<file path="src/rtl/lcd_fifo_ctrl.sv">
// Pointer/flag controller that turns an external async-read RAM into a
// first-word-fall-through FIFO for the LCD pixel path.
module lcd_fifo_ctrl #(
   parameter int DW      = 32,
   parameter int AW      = 5,
   parameter int LOW_WM  = 8,
   parameter int HIGH_WM = 28
) (
   input  logic          clk,
   input  logic          rst_n,
   input  logic          flush,
   input  logic          wr_valid,
   output logic          wr_ready,
   input  logic [DW-1:0] wr_data,
   output logic          rd_valid,
   input  logic          rd_ready,
   output logic [DW-1:0] rd_data,
   output logic [AW-1:0] mem_waddr,
   output logic [DW-1:0] mem_wdata,
   output logic          mem_write,
   output logic [AW-1:0] mem_raddr,
   input  logic [DW-1:0] mem_rdata,
   output logic [AW:0]   level,
   output logic          full,
   output logic          empty,
   output logic          dma_req,
   output logic          ovf_err,
   output logic          unf_err,
   input  logic          err_clr
);

   localparam logic [AW:0] DEPTH_LVL = (AW+1)'(1 << AW);
   localparam logic [AW:0] LOW_LVL   = (AW+1)'(LOW_WM);
   localparam logic [AW:0] HIGH_LVL  = (AW+1)'(HIGH_WM);

   typedef enum logic {ST_IDLE = 1'b0, ST_REFILL = 1'b1} dma_state_t;

   logic [AW-1:0] wr_ptr_q, wr_ptr_d;
   logic [AW-1:0] rd_ptr_q, rd_ptr_d;
   logic [AW:0]   level_q, level_d;
   logic          full_q, empty_q;
   logic          ovf_q, ovf_d;
   logic          unf_q, unf_d;
   logic          dma_req_q;
   dma_state_t    state_q;
   logic          push, pop;

   // Reset and flush gate the strobes so nothing reaches the RAM in those cycles.
   assign push = wr_valid & ~full_q  & rst_n & ~flush;
   assign pop  = rd_ready & ~empty_q & rst_n & ~flush;

   always_comb begin
      wr_ptr_d = wr_ptr_q;
      rd_ptr_d = rd_ptr_q;
      level_d  = level_q;
      if (flush) begin
         wr_ptr_d = '0;
         rd_ptr_d = '0;
         level_d  = '0;
      end else begin
         if (push) wr_ptr_d = wr_ptr_q + AW'(1);
         if (pop)  rd_ptr_d = rd_ptr_q + AW'(1);
         case ({push, pop})
            2'b10:   level_d = level_q + (AW+1)'(1);
            2'b01:   level_d = level_q - (AW+1)'(1);
            default: level_d = level_q;
         endcase
      end
      ovf_d = (ovf_q & ~err_clr) | (wr_valid & full_q);
      unf_d = (unf_q & ~err_clr) | (rd_ready & empty_q);
   end

   always_ff @(posedge clk) begin
      if (!rst_n) begin
         wr_ptr_q  <= '0;
         rd_ptr_q  <= '0;
         level_q   <= '0;
         full_q    <= 1'b0;
         empty_q   <= 1'b1;
         ovf_q     <= 1'b0;
         unf_q     <= 1'b0;
      end else begin
         wr_ptr_q  <= wr_ptr_d;
         rd_ptr_q  <= rd_ptr_d;
         level_q   <= level_d;
         full_q    <= (level_d == DEPTH_LVL);
         empty_q   <= (level_d == '0);
         ovf_q     <= ovf_d;
         unf_q     <= unf_d;
      end
   end

   // Hysteresis runs on the next-state level so dma_req moves on the same edge as level.
   always_ff @(posedge clk) begin
      if (!rst_n) begin
         state_q   <= ST_REFILL;
         dma_req_q <= 1'b1;
      end else if (flush) begin
         state_q   <= ST_REFILL;
         dma_req_q <= 1'b1;
      end else begin
         case (state_q)
            ST_IDLE: begin
               if (level_d <= LOW_LVL) begin
                  state_q   <= ST_REFILL;
                  dma_req_q <= 1'b1;
               end
            end
            ST_REFILL: begin
               if (level_d >= HIGH_LVL) begin
                  state_q   <= ST_IDLE;
                  dma_req_q <= 1'b0;
               end
            end
            default: begin
               state_q   <= ST_REFILL;
               dma_req_q <= 1'b1;
            end
         endcase
      end
   end

   assign wr_ready  = ~full_q;
   assign rd_valid  = ~empty_q;
   assign rd_data   = mem_rdata;
   assign mem_waddr = wr_ptr_q;
   assign mem_wdata = wr_data;
   assign mem_write = push;
   assign mem_raddr = rd_ptr_q;
   assign level     = level_q;
   assign full      = full_q;
   assign empty     = empty_q;
   assign dma_req   = dma_req_q;
   assign ovf_err   = ovf_q;
   assign unf_err   = unf_q;

endmodule

</file>
<file path="config.mk">
export PLATFORM = sky130hd
export DESIGN_NAME = lcd_fifo_ctrl
export DESIGN_NICKNAME = d
export VERILOG_FILES = /design/src/rtl/lcd_fifo_ctrl.sv
export SDC_FILE = /design/constraint.sdc
export NUM_CORES = 1
export LEC_CHECK = 0
export CELL_PAD_IN_SITES_DETAIL_PLACEMENT = 1
export CELL_PAD_IN_SITES_GLOBAL_PLACEMENT = 1
export CORE_MARGIN = 4
export CORE_UTILIZATION = 20
export CTS_CLUSTER_DIAMETER = 60
export DETAILED_ROUTE_END_ITERATION = 6
export GPL_TIMING_DRIVEN = 0
export PLACE_DENSITY = 0.87
export SYNTH_ARGS = -nofsm -noshare
export SYNTH_HDL_FRONTEND = slang
export SYNTH_SLANG_ARGS = --single-unit
</file>
<file path="constraint.sdc">
create_clock -name clk -period 4.3 [get_ports clk]
set_clock_uncertainty 0.15 [all_clocks]
set_input_delay 0.86 -clock clk [delete_from_list [all_inputs] [get_ports clk]]
set_output_delay 0.86 -clock clk [all_outputs]
set_load 0.1 [all_outputs]
</file>
==> results, run 1 <==
- The clock latency reported for the late side of the worst-skew pair is 0.25 ns.
- The cell sitting at the root of the clock tree is a clkbuf_8.
- The final critical-path share of the clock period is 92.7%.
- Counting every net in the synthesized netlist gives 268.
- TritonCTS created 3 clock buffers.
- The areal power density over the cells is 278 nW/um^2.
- For this design the top-level I/O count stands at 158.
- Setup repair after global routing left no endpoint under its margin.
- The area of placed instances is 2750 um^2.
- The antenna diode count is 0.
- The clock passes through at most 2 buffers.
- The remaining max-slew budget at the tightest pin is 33.3%.
- The total setup violations reported at the end of the flow is 0.
- The die covers 9950 um^2.
- For this configuration, the core starts out at a cell density of 20.5%.
- The count of cells along the worst register-to-register path is 11.
- Using the TritonRoute via totals, the vias-per-cell ratio works out to 4.04.
- In this run the remaining antenna-violating nets after routing total 0.
- The share of the yosys chip area belonging to registers is 26.2%.
- The flow ran to the end, and the final reports show no timing, DRC or antenna violations.
- Yosys printed 0 warnings.
- The mean instance size in the synthesized netlist is 8.86 um^2.
- Based on the critical path, the design can be clocked at up to 251 MHz.
- Entering global routing, the biggest net connects 13 pins.
- The critical path class is in2reg.
- The final global-route overflow total is 0.
- The sink count of the clock tree is 22.
- The timing startpoint of the critical path is flush.
- The arrival time reported for the critical path endpoint is 3.99 ns.
- The number of global-route vias before repair is 1683.
- The path type of the worst min-delay path is reg2reg.
- Across all register-to-register paths, the minimum setup slack is 1.14 ns.
- The clock transition at the registers of the reported paths is 0.08 ns.
- The number of pins exceeding their max-slew limit in the final report is 0.
- The placed instance count is 388.
- The critical path endpoint category is a register.
- The first global-routing pass estimated 7610 um of wire.
- Compared with the post-synthesis result, the final layout area differs by 66.3%.
- After synthesis the netlist holds a flip-flop and latch count of 22.
- The number of enable-type register cells in the synthesized netlist is 0.
- The filler cells instantiated in the layout total 977.
- Port buffering added 93 buffers.
- The termination of the worst setup path is dma_req$_SDFFE_PP1P_.
- The post-synthesis async set-or-reset flop share is 0%.
- The count of nets after finishing is 365.
- The leakage power of the design is 1.19 nW.
- The top flip-flop cell by instance count after synthesis is dfxtp_1.
- The average detailed-routed wire length per instance is 12.6 um.
- In this run the standard cell core region covers 8220 um^2.
- For this run, design rule violations remaining after detail routing come to 0.
- The die is 99.8 um wide.
- In this run the core area contains 33 standard-cell rows.
- The worst-case IR drop observed on VDD is 0.129 mV.
- The number of distinct standard cells referenced by the synthesized netlist is 39.
- For this run, the number of standard cells in the final layout without fillers is 391.
- For the final routed database, the setup TNS stands at 0 ns.
- The design draws 0.000779 W.
- The initial antenna violation count is 0.
- In this run, post-CTS hold repair placed 0 buffers.
- In this run the number of H-tree levels came out at 1.
- The synthesized instance count is 190.
- Cells with a size suffix above 1 make up 27.6% of the layout.
- The largest driver fanout on the critical path is 8.
- The first-iteration detailed-routing DRC count is 26.
- The pin slew with the least headroom to its limit is 0.998 ns.
- The via count of the routed design is 1581.
- In this run the critical register-to-register path is captured at dma_req$_SDFFE_PP1P_.
- The mapped cell area is 1680 um^2.
- Across the run, the number of max-cap violations was 0.
- The clock tree from TritonCTS is built.
- The HPWL after detailed placement is 4360 um.
- Along the worst hold path, the cell count comes to 1.
- The height of the die is 99.8 um.
- The count of final hold-check violations is 0.
- For the worst setup path, the data required time is 4.30 ns.
- The worst setup path is launched from an input pin.
- Summed over all layers, the routed wires come to 4920 um.
- Routability-driven placement finished with a final weighted congestion of 0.721.
- The clock period minus worst slack is 3.98 ns.
- The reg-to-reg critical path startpoint is full$_SDFF_PN0_.
- The first-pass iteration count of the detailed router is 4.
- Global routing consumed, over all layers together, 9.05% of the routing resources.
- Once layout is done, the placed cells without fillers occupy 2800 um^2.
[stage by stage]
stage | utilization [%] | hold WS (ns) | worst slack, ns
floorplan | - | 0.325 | 0.835
CTS | 34.0 | 0.341 | 0.112
global placement | 33.4 | 0.304 | -0.210
global route | 34.1 | 0.358 | 0.0489
finish | 34.1 | 0.347 | 0.316
detailed placement | 33.4 | 0.317 | -0.271
[worst min-delay path by stage]
stage                                    start                    to  slack [ns]
final                     dma_req$_SDFFE_PP1P_  dma_req$_SDFFE_PP1P_        0.35
after global routing      dma_req$_SDFFE_PP1P_  dma_req$_SDFFE_PP1P_        0.36
after CTS                 dma_req$_SDFFE_PP1P_  dma_req$_SDFFE_PP1P_        0.34
after detailed placement  dma_req$_SDFFE_PP1P_  dma_req$_SDFFE_PP1P_        0.32
after global placement    dma_req$_SDFFE_PP1P_  dma_req$_SDFFE_PP1P_        0.30
after floorplan             state_q$_SDFF_PP1_    state_q$_SDFF_PP1_        0.32
[cell usage after synthesis (2+ instances only)]
| cell type | number | share of area, % |
|---|---|---|
| a2111oi_4 | 2 | 3.3 |
| a211o_1 | 3 | 1.6 |
| a211oi_1 | 2 | 0.89 |
| a21oi_1 | 2 | 0.59 |
| a22oi_1 | 2 | 0.89 |
| and2_1 | 2 | 0.74 |
| buf_4 | 65 | 29 |
| clkbuf_1 | 3 | 0.67 |
| dfxtp_1 | 22 | 26 |
| ha_1 | 7 | 5.2 |
| inv_1 | 7 | 1.6 |
| mux2i_1 | 3 | 1.8 |
| nand2_1 | 2 | 0.45 |
| nand2b_1 | 2 | 0.74 |
| nand4_1 | 5 | 1.9 |
| nor2_1 | 19 | 4.2 |
| nor2b_1 | 4 | 1.5 |
| nor3_1 | 2 | 0.59 |
| nor3b_1 | 4 | 1.8 |
| nor3b_2 | 2 | 1.5 |
| o21ai_1 | 3 | 0.89 |
| xnor2_1 | 4 | 2.1 |
| xor2_1 | 7 | 3.6 |
[kinds of logic (layout without fill, tap and decap cells)]
kind of cell,Yosys count,after routing,share of synthesized area (%)
flops,22,22,26.2
xor+xnor,11,11,5.72
compound gates,20,20,10.8
mux,3,3,1.78
fa+ha+maj,8,8,6.39
buf+inv,76,172,31.4
simple gates,50,50,17.8
[registers in the layout, indices dropped and copies added (netlist names)]
signal and flops:
mem_raddr 5, state_q 1, dma_req 1, unf_err 1, empty 1, mem_waddr 5
ovf_err 1, level 6, full 1
[cells in the final DEF (no fill, tap or decap), types with 3 or more instances in the layout]
cell type,instances
clkbuf_8,4
nor2b_1,4
xor2_1,7
nor2_1,19
xnor2_1,4
ha_1,6
o21ai_1,3
buf_4,65
nor3b_1,4
dfxtp_1,22
inv_1,7
a211o_1,3
clkdlybuf4s50_1,92
nand4_1,5
mux2i_1,3
[report_power, final]
part	leakage, nW	total, W	internal, W	switching, W
clock	0.0288	0.000146	0.0000814	0.0000641
sequential	0.178	0.000212	0.000208	0.00000437
combinational	0.986	0.000422	0.000110	0.000312
[repair_timing]
item / CTS / global route
endpoints found under the hold margin: 0 / 0
setup endpoints to repair: 2 / 3
gates resized for setup: 1 / 2
buffers inserted: 0 / 0
[per-layer routing]
metal,track usage (%),routed length (um),up-vias
met3,3.16,575,0
met4,0.525,0,0
met5,0,0,-
met2,16.8,2530,92
li1,-,-,768
met1,10.4,1820,721
[worst max-delay path: stages]
cell	delay [ns]
clkdlybuf4s50_1	0.55
nand2b_2	0.34
nor3b_1	0.26
ha_2	0.34
ha_1	0.35
o211a_1	0.24
o21ai_1	0.11
a211oi_1	0.11
nor3b_2	0.36
o21ai_0	0.17
a211o_1	0.30
[cell type report]
cell class                 count  area (um^2)  area share [%]
buffer                        67          495            17.7
clock buffer                   4         55.1            1.97
inverter                       8         30.0            1.07
multi-input combinational     92          719            25.7
sequential                    22          440            15.7
tap                          105          131            4.69
timing repair buffer          93          930            33.2
No activity file was read; power rests on OpenSTA's default activity.
==> inputs of run 2 (changes only) <==
RECOVER_POWER = 25   (was default)
==> results, run 2 (synthesis gave the netlist of run 1 again) <==
- The critical path goes through clkdlybuf4s50_1 -> nand2b_2 -> nor3b_1 -> ha_2 -> ha_1 -> o211a_1 -> o21ai_1 -> a211oi_1 -> nor3b_2 -> o21ai_0 -> a211o_1.
- Counting every sink on the clock net gives 22.
- The worst setup path is of the in2reg kind.
- The wire length of the first global-routing pass is 7610 um.
- The total setup violations reported at the end of the flow is 0.
- The die covers 9950 um^2.
- The cell family with the largest share of critical-path delay is simple AND/OR/NAND/NOR gates.
- In the final routed layout, each cell accounts on average for 12.6 um.
- Dividing total power by cell area gives a power density of 278 nW/um^2.
- The congestion estimate from routability-driven global placement came to 0.721.
- In this run the clock root is driven by a clkbuf_8.
- The final global-route overflow total is 0.
- Measured on the finished design, the core utilization comes to 34.1%.
- In this run the worst hold path is classified as reg2reg.
- The number of flip-flops in the largest register is 6.
- The HPWL after detailed placement is 4360 um.
- The clock latency reported for the late side of the worst-skew pair is 0.25 ns.
- The critical path endpoint category is a register.
- The launching element type of the critical path is an input pin.
- The initial utilization of the core area, before any placement, comes to 20.5%.
- In this run the horizontal extent of the chip is 99.8 um.
- In this run the static leakage power is 1.23 nW.
- Setup repair after global routing left no endpoint under its margin.
- For this design, the slowest cell found on the critical path is clkdlybuf4s50_1.
- The layout overhead on the synthesized area is 66.3%.
- The detailed router finished its first iteration with 20 violations.
- The count of fill cells added during filler insertion is 977.
- After detailed routing, the number of remaining DRC violations is 0.
- The core box area is 8220 um^2.
- Leaving out fill and tap cells, the most frequent cells in the layout are clkdlybuf4s50_1, buf_4, dfxtp_1, nor2_1, dlygate4sd3_1.
- Along the worst path, the maximum fanout reaches 8.
- The worst endpoint required time is 4.30 ns.
- The arrival time reported for the critical path endpoint is 4.00 ns.
- Counting along the longest clock path gives a buffer depth of 2.
- In this run, CTS created clock tree buffers numbering 3.
- For the final routed database, the setup TNS stands at 0 ns.
- The die is 99.8 um tall.
- Based on the critical path, the design can be clocked at up to 250 MHz.
- The via count of the routed design is 1597.
- The highest ir drop seen on vdd is 0.128 mV.
- During I/O placement, the number of pins put on the boundary was 158.
- Global routing used 9.05% of the available tracks across all layers.
- For the pin with the worst max-slew slack, the measured transition is 1.01 ns.
- For this run, the detailed router's first-pass iteration total came to 4.
- The fraction of final layout cells sized beyond drive strength 1 is 27.6%.
- The count of final hold-check violations came to 0.
- The initial antenna violation count is 0.
- The placement row count is 33.
- The combined flip-flop and latch cell area is 440 um^2.
- The maximum number of pins on one net before global-route repair is 13.
- The remaining max-slew budget at the tightest pin is 32.4%.
- In this run the remaining antenna-violating nets after routing total 0.
- 0 antenna diodes ended up in the layout.
- The number of pins exceeding their max-slew limit in the final report is 0.
- The final critical path takes up 92.9% of the cycle.
- Counting both buffers and inverters, the worst setup path holds a total of 1.
- Post-CTS timing repair inserted 0 buffers for setup.
- The flow ran to the end, and the final reports show no timing, DRC or antenna violations.
- The number of violations of the max-capacitance limit is 0.
- The multi-input combinational cells in the finished layout cover a total of 719 um^2.
- The H-tree depth is 1.
- The post-detailed-routing wire length is 4930 um.
- The largest stage delay on the critical path is 0.55 ns.
- The routed via count divided by cell count is 4.08.
- TritonCTS built the clock tree.
- The clock period minus worst slack is 4.00 ns.
- Clock-pin slew was measured on the worst setup and hold paths at 0.08 ns.
- The count of nets after finishing is 365.
- The most common cell after layout, fill and taps aside is clkdlybuf4s50_1.
- In this run the tool buffered the top-level ports with 93 buffer cells.
- The number of global-route vias before repair is 1683.
-- run 2: changes by cell type in the layout (fill, tap and decap cells not counted), sizes merged --
cell and change:
clkdlybuf4s50 -18, dlygate4sd3 +18
-- run 2: final timing paths --
| path | cells past startpoint | to | from | slack [ns] |
|---|---|---|---|---|
| worst max-delay path | 11 | dma_req$_SDFFE_PP1P_ | flush | 0.30 |
| worst min-delay path | 1 | dma_req$_SDFFE_PP1P_ | dma_req$_SDFFE_PP1P_ | 0.34 |
| worst max register to register | 11 | dma_req$_SDFFE_PP1P_ | full$_SDFF_PN0_ | 1.14 |
| worst min register to register | 1 | dma_req$_SDFFE_PP1P_ | dma_req$_SDFFE_PP1P_ | 0.34 |
-- run 2: per-stage QoR --
stage	hold WS, ns	area [um^2]	power, W	cells	worst slack, ns
finish	0.341	2800	0.000778	391	0.304
global route	0.353	2800	0.000811	391	0.0488
CTS	0.341	2800	0.000789	391	0.112
detailed placement	0.317	2750	0.000641	388	-0.271
global placement	0.304	2750	0.000637	388	-0.210
floorplan	0.325	1680	0.000559	190	0.835
-- run 2: repair_timing --
action                     in CTS  in global routing
hold buffers                    0                  0
cloned                          0                  0
setup endpoints to repair       2                  3
resized for setup               1                  2
-- run 2: routing by layer --
metal	routed length, um	GRT usage, %	vias up
li1	-	-	771
met1	1820	10.4	729
met2	2520	16.8	97
met3	587	3.16	0
met4	0	0.525	0
met5	0	0	-
-- run 2: layout make-up --
class                      count  share of cell area (%)
buffer                        67                    17.7
clock buffer                   4                    1.97
inverter                       8                    1.07
multi-input combinational     92                    25.7
sequential                    22                    15.7
tap                          105                    4.69
timing repair buffer          93                    33.2
-- run 2: report_power, final --
group	internal (W)	switching, W
registers	0.000208	0.00000436
logic	0.000109	0.000312
clock network	0.0000814	0.0000640
total	0.000398	0.000380
==> inputs of run 3 (changes only) <==
CORE_UTILIZATION = 39   (was 20)
CTS_BUF_LIST = sky130_fd_sc_hd__clkbuf_8 sky130_fd_sc_hd__clkbuf_16   (was default)
CTS_CLUSTER_DIAMETER = 80   (was 60)
DONT_BUFFER_PORTS = 1   (was default)
PLACE_DENSITY = 0.82   (was 0.87)
==> results, run 3 (synthesis gave the netlist of run 1 again) <==
- The number of cells traversed by the worst hold path is 1.
- The most used cell along the critical path is ha_1.
- The flow ran to the end, and the final reports show no timing, DRC or antenna violations.
- The clock passes through at most 2 buffers.
- The critical path endpoint category is a register.
- Counting tap cells, the placed design contains a total of 240 instances.
- The launching element type of the critical path is a register.
- Setup repair after global routing left no endpoint under its margin.
- The initial antenna violation count came to 0.
- The floorplan has 23 rows.
- The clock transition at the registers of the reported paths is 0.08 ns.
- The areal power density over the cells is 405 nW/um^2.
- The largest stage delay on the critical path is 1.01 ns.
- The post-detailed-routing wire length is 3960 um.
- In this run, post-CTS hold repair placed 0 buffers.
- The count of final hold-check violations came to 0.
- The tree is rooted in a clkbuf_8.
- At the worst endpoint, the arrival time is 3.80 ns.
- The first-iteration detailed-routing DRC count is 42.
- The number of top-level design ports is 158.
- The height of the die is 73.7 um.
- Summing internal, switching and leakage power gives 0.000708 W.
- The worst endpoint required time is 4.31 ns.
- The die covers 5430 um^2.
- The first-pass iteration count of the detailed router is 4.
- The clock tree from TritonCTS is built.
- Dividing the detail-routed wire length by the instance count gives 16.2 um.
- The layout has 508 filler cells.
- After the flow finishes, the layout carries non-filler instances totaling 244.
- The reg-to-reg critical path startpoint is full$_SDFF_PN0_.
- The total overflow left after global routing is 0.
- In this run the number of H-tree levels came out at 1.
- In the finished design, the share of the clock period the worst path needs comes to 88.1%.
- The setup TNS is 0 ns.
- The core box area is 4090 um^2.
- The count of nets after finishing is 273.
- On the final layout, the worst hold slack is 0.377 ns.
- The HPWL after detailed placement is 3360 um.
- The number of violations of the max-capacitance limit is 0.
- Measured along the x axis, the die boundary spans 73.7 um.
- The tree built by TritonCTS fans out to 22 sinks.
- The library cells used most frequently in the layout, excluding fill and tap cells, are buf_4, dfxtp_1, nor2_1, clkbuf_1.
- The quantity of I/O buffers inserted on ports is 0.
- The final estimated routing congestion in global placement is 0.722.
- The largest driver fanout on the critical path is 8.
- The worst-case IR drop observed on VDD is 0.176 mV.
- The worst hold path begins at state_q$_SDFF_PP1_.
- Once the floorplan was initialized, standard cells occupied 41.2% of the core.
- Post-CTS repair changed the size of 0 cells.
- In this run the critical register-to-register path is captured at dma_req$_SDFFE_PP1P_.
- The capture endpoint of the worst hold path is state_q$_SDFF_PP1_.
- The area occupied by multi-input gates is 714 um^2.
- In this run the static leakage power is 0.782 nW.
- The total setup violations reported at the end of the flow is 0.
- The post-CTS setup buffer count is 0.
- In the routed design, unresolved DRC markers number 0.
- The number of buffers created by CTS is 3.
- The number of pins exceeding their max-slew limit in the final report is 0.
- The number of global-route vias before repair is 1199.
- The first global-routing pass estimated 5580 um of wire.
- Relative to the synthesized area, the layout overhead comes to 3.64%.
- The repair_antennas step left the layout with diodes totalling 0.
- The residual antenna-violating net count after detailed routing is 0.
- Entering global routing, the biggest net connects 13 pins.
- Walking the worst path, the cells encountered are nor2b_1 -> clkbuf_1 -> nand2b_1 -> ha_1 -> ha_1 -> o211a_1 -> o21ai_1 -> a211oi_1 -> nor3b_2 -> o21ai_0 -> a211o_1.
- In the routed layout, each cell is associated on average with a via count of 5.18.
- Registers take 440 um^2.
- For this design, the slowest cell found on the critical path is dfxtp_1.
- Summing over every cut layer, the via total after detailed routing is 1264.
- Counting I/O delays and the setup requirement, the final critical path takes 3.79 ns.
- At the pin with the least slew margin, the transition time is 1.16 ns.
- Headroom to the max-slew limit came out at 23.0%.
- The count of cells along the worst register-to-register path is 11.
- The path type of the worst min-delay path is reg2reg.
- Clock latency on the worst-skew pair, taken at its later pin, is 0.26 ns.
- Of the cells placed in the final design, the portion with a size suffix greater than 1 is 32.0%.
- The highest clock rate is 264 MHz.
- For flop-to-flop paths, the worst setup slack is 0.51 ns.
- The most common cell after layout, fill and taps aside is buf_4.
- Cells fill 42.7% of the core in the end.
- The register with the most flip-flops in the layout has 6 of them.
- The total routing usage reported by global routing is 12.9%.
- The critical path is of the reg2reg type.
-- run 3: changes by cell type in the layout (fill, tap and decap cells not counted), sizes merged --
cell / delta
dlygate4sd3: -18
clkbuf: +16
buf: -15
clkdlybuf4s50: -74
dlygate4sd2: -1
-- run 3: stage by stage --
step,instance area [um^2],worst slack [ns]
3_5_place_dp,1750,0.462
5_1_grt,1750,0.198
4_1_cts,1800,0.462
6_report,1750,0.511
3_3_place_gp,1750,0.533
2_1_floorplan,1680,0.835
-- run 3: power by group --
part           switching (W)  internal, W  leakage [nW]
registers          0.0000322     0.000207         0.178
logic               0.000272    0.0000457         0.575
clock network      0.0000682    0.0000817        0.0288
-- run 3: worst max-delay path by stage --
stage               startpoint              endpoint  slack [ns]
2_1_floorplan            flush  dma_req$_SDFFE_PP1P_        0.84
3_3_place_gp   full$_SDFF_PN0_  dma_req$_SDFFE_PP1P_        0.53
3_5_place_dp             flush  dma_req$_SDFFE_PP1P_        0.46
4_1_cts        full$_SDFF_PN0_  dma_req$_SDFFE_PP1P_        0.46
5_1_grt        full$_SDFF_PN0_  dma_req$_SDFFE_PP1P_        0.20
6_report       full$_SDFF_PN0_  dma_req$_SDFFE_PP1P_        0.51
-- run 3: cell type report --
type                    count  share of cell area [%]
flip-flops and latches     22                    25.2
clock buffers               4                    3.15
plain buffers              68                    25.4
multi-input cells          92                    40.9
well taps                  50                    3.58
inverters                   8                    1.72
-- run 3: worst max-delay path, delay by kind of cell, from the launching register on --
kind	cells	cell delay (ns)
AOI/OAI and AO/OA	5	0.91
adders and majority gates	2	0.77
buffers and inverters	1	0.22
DFF	1	1.01
and+or+nand+nor	3	0.60
-- run 3: per-layer routing --
layer,GRT usage [%],up-vias,wire length [um]
met1,15.6,593,1380
met3,3.56,2,545
li1,-,581,-
met5,0,-,0
met2,22.3,88,2020
met4,3.02,0,23
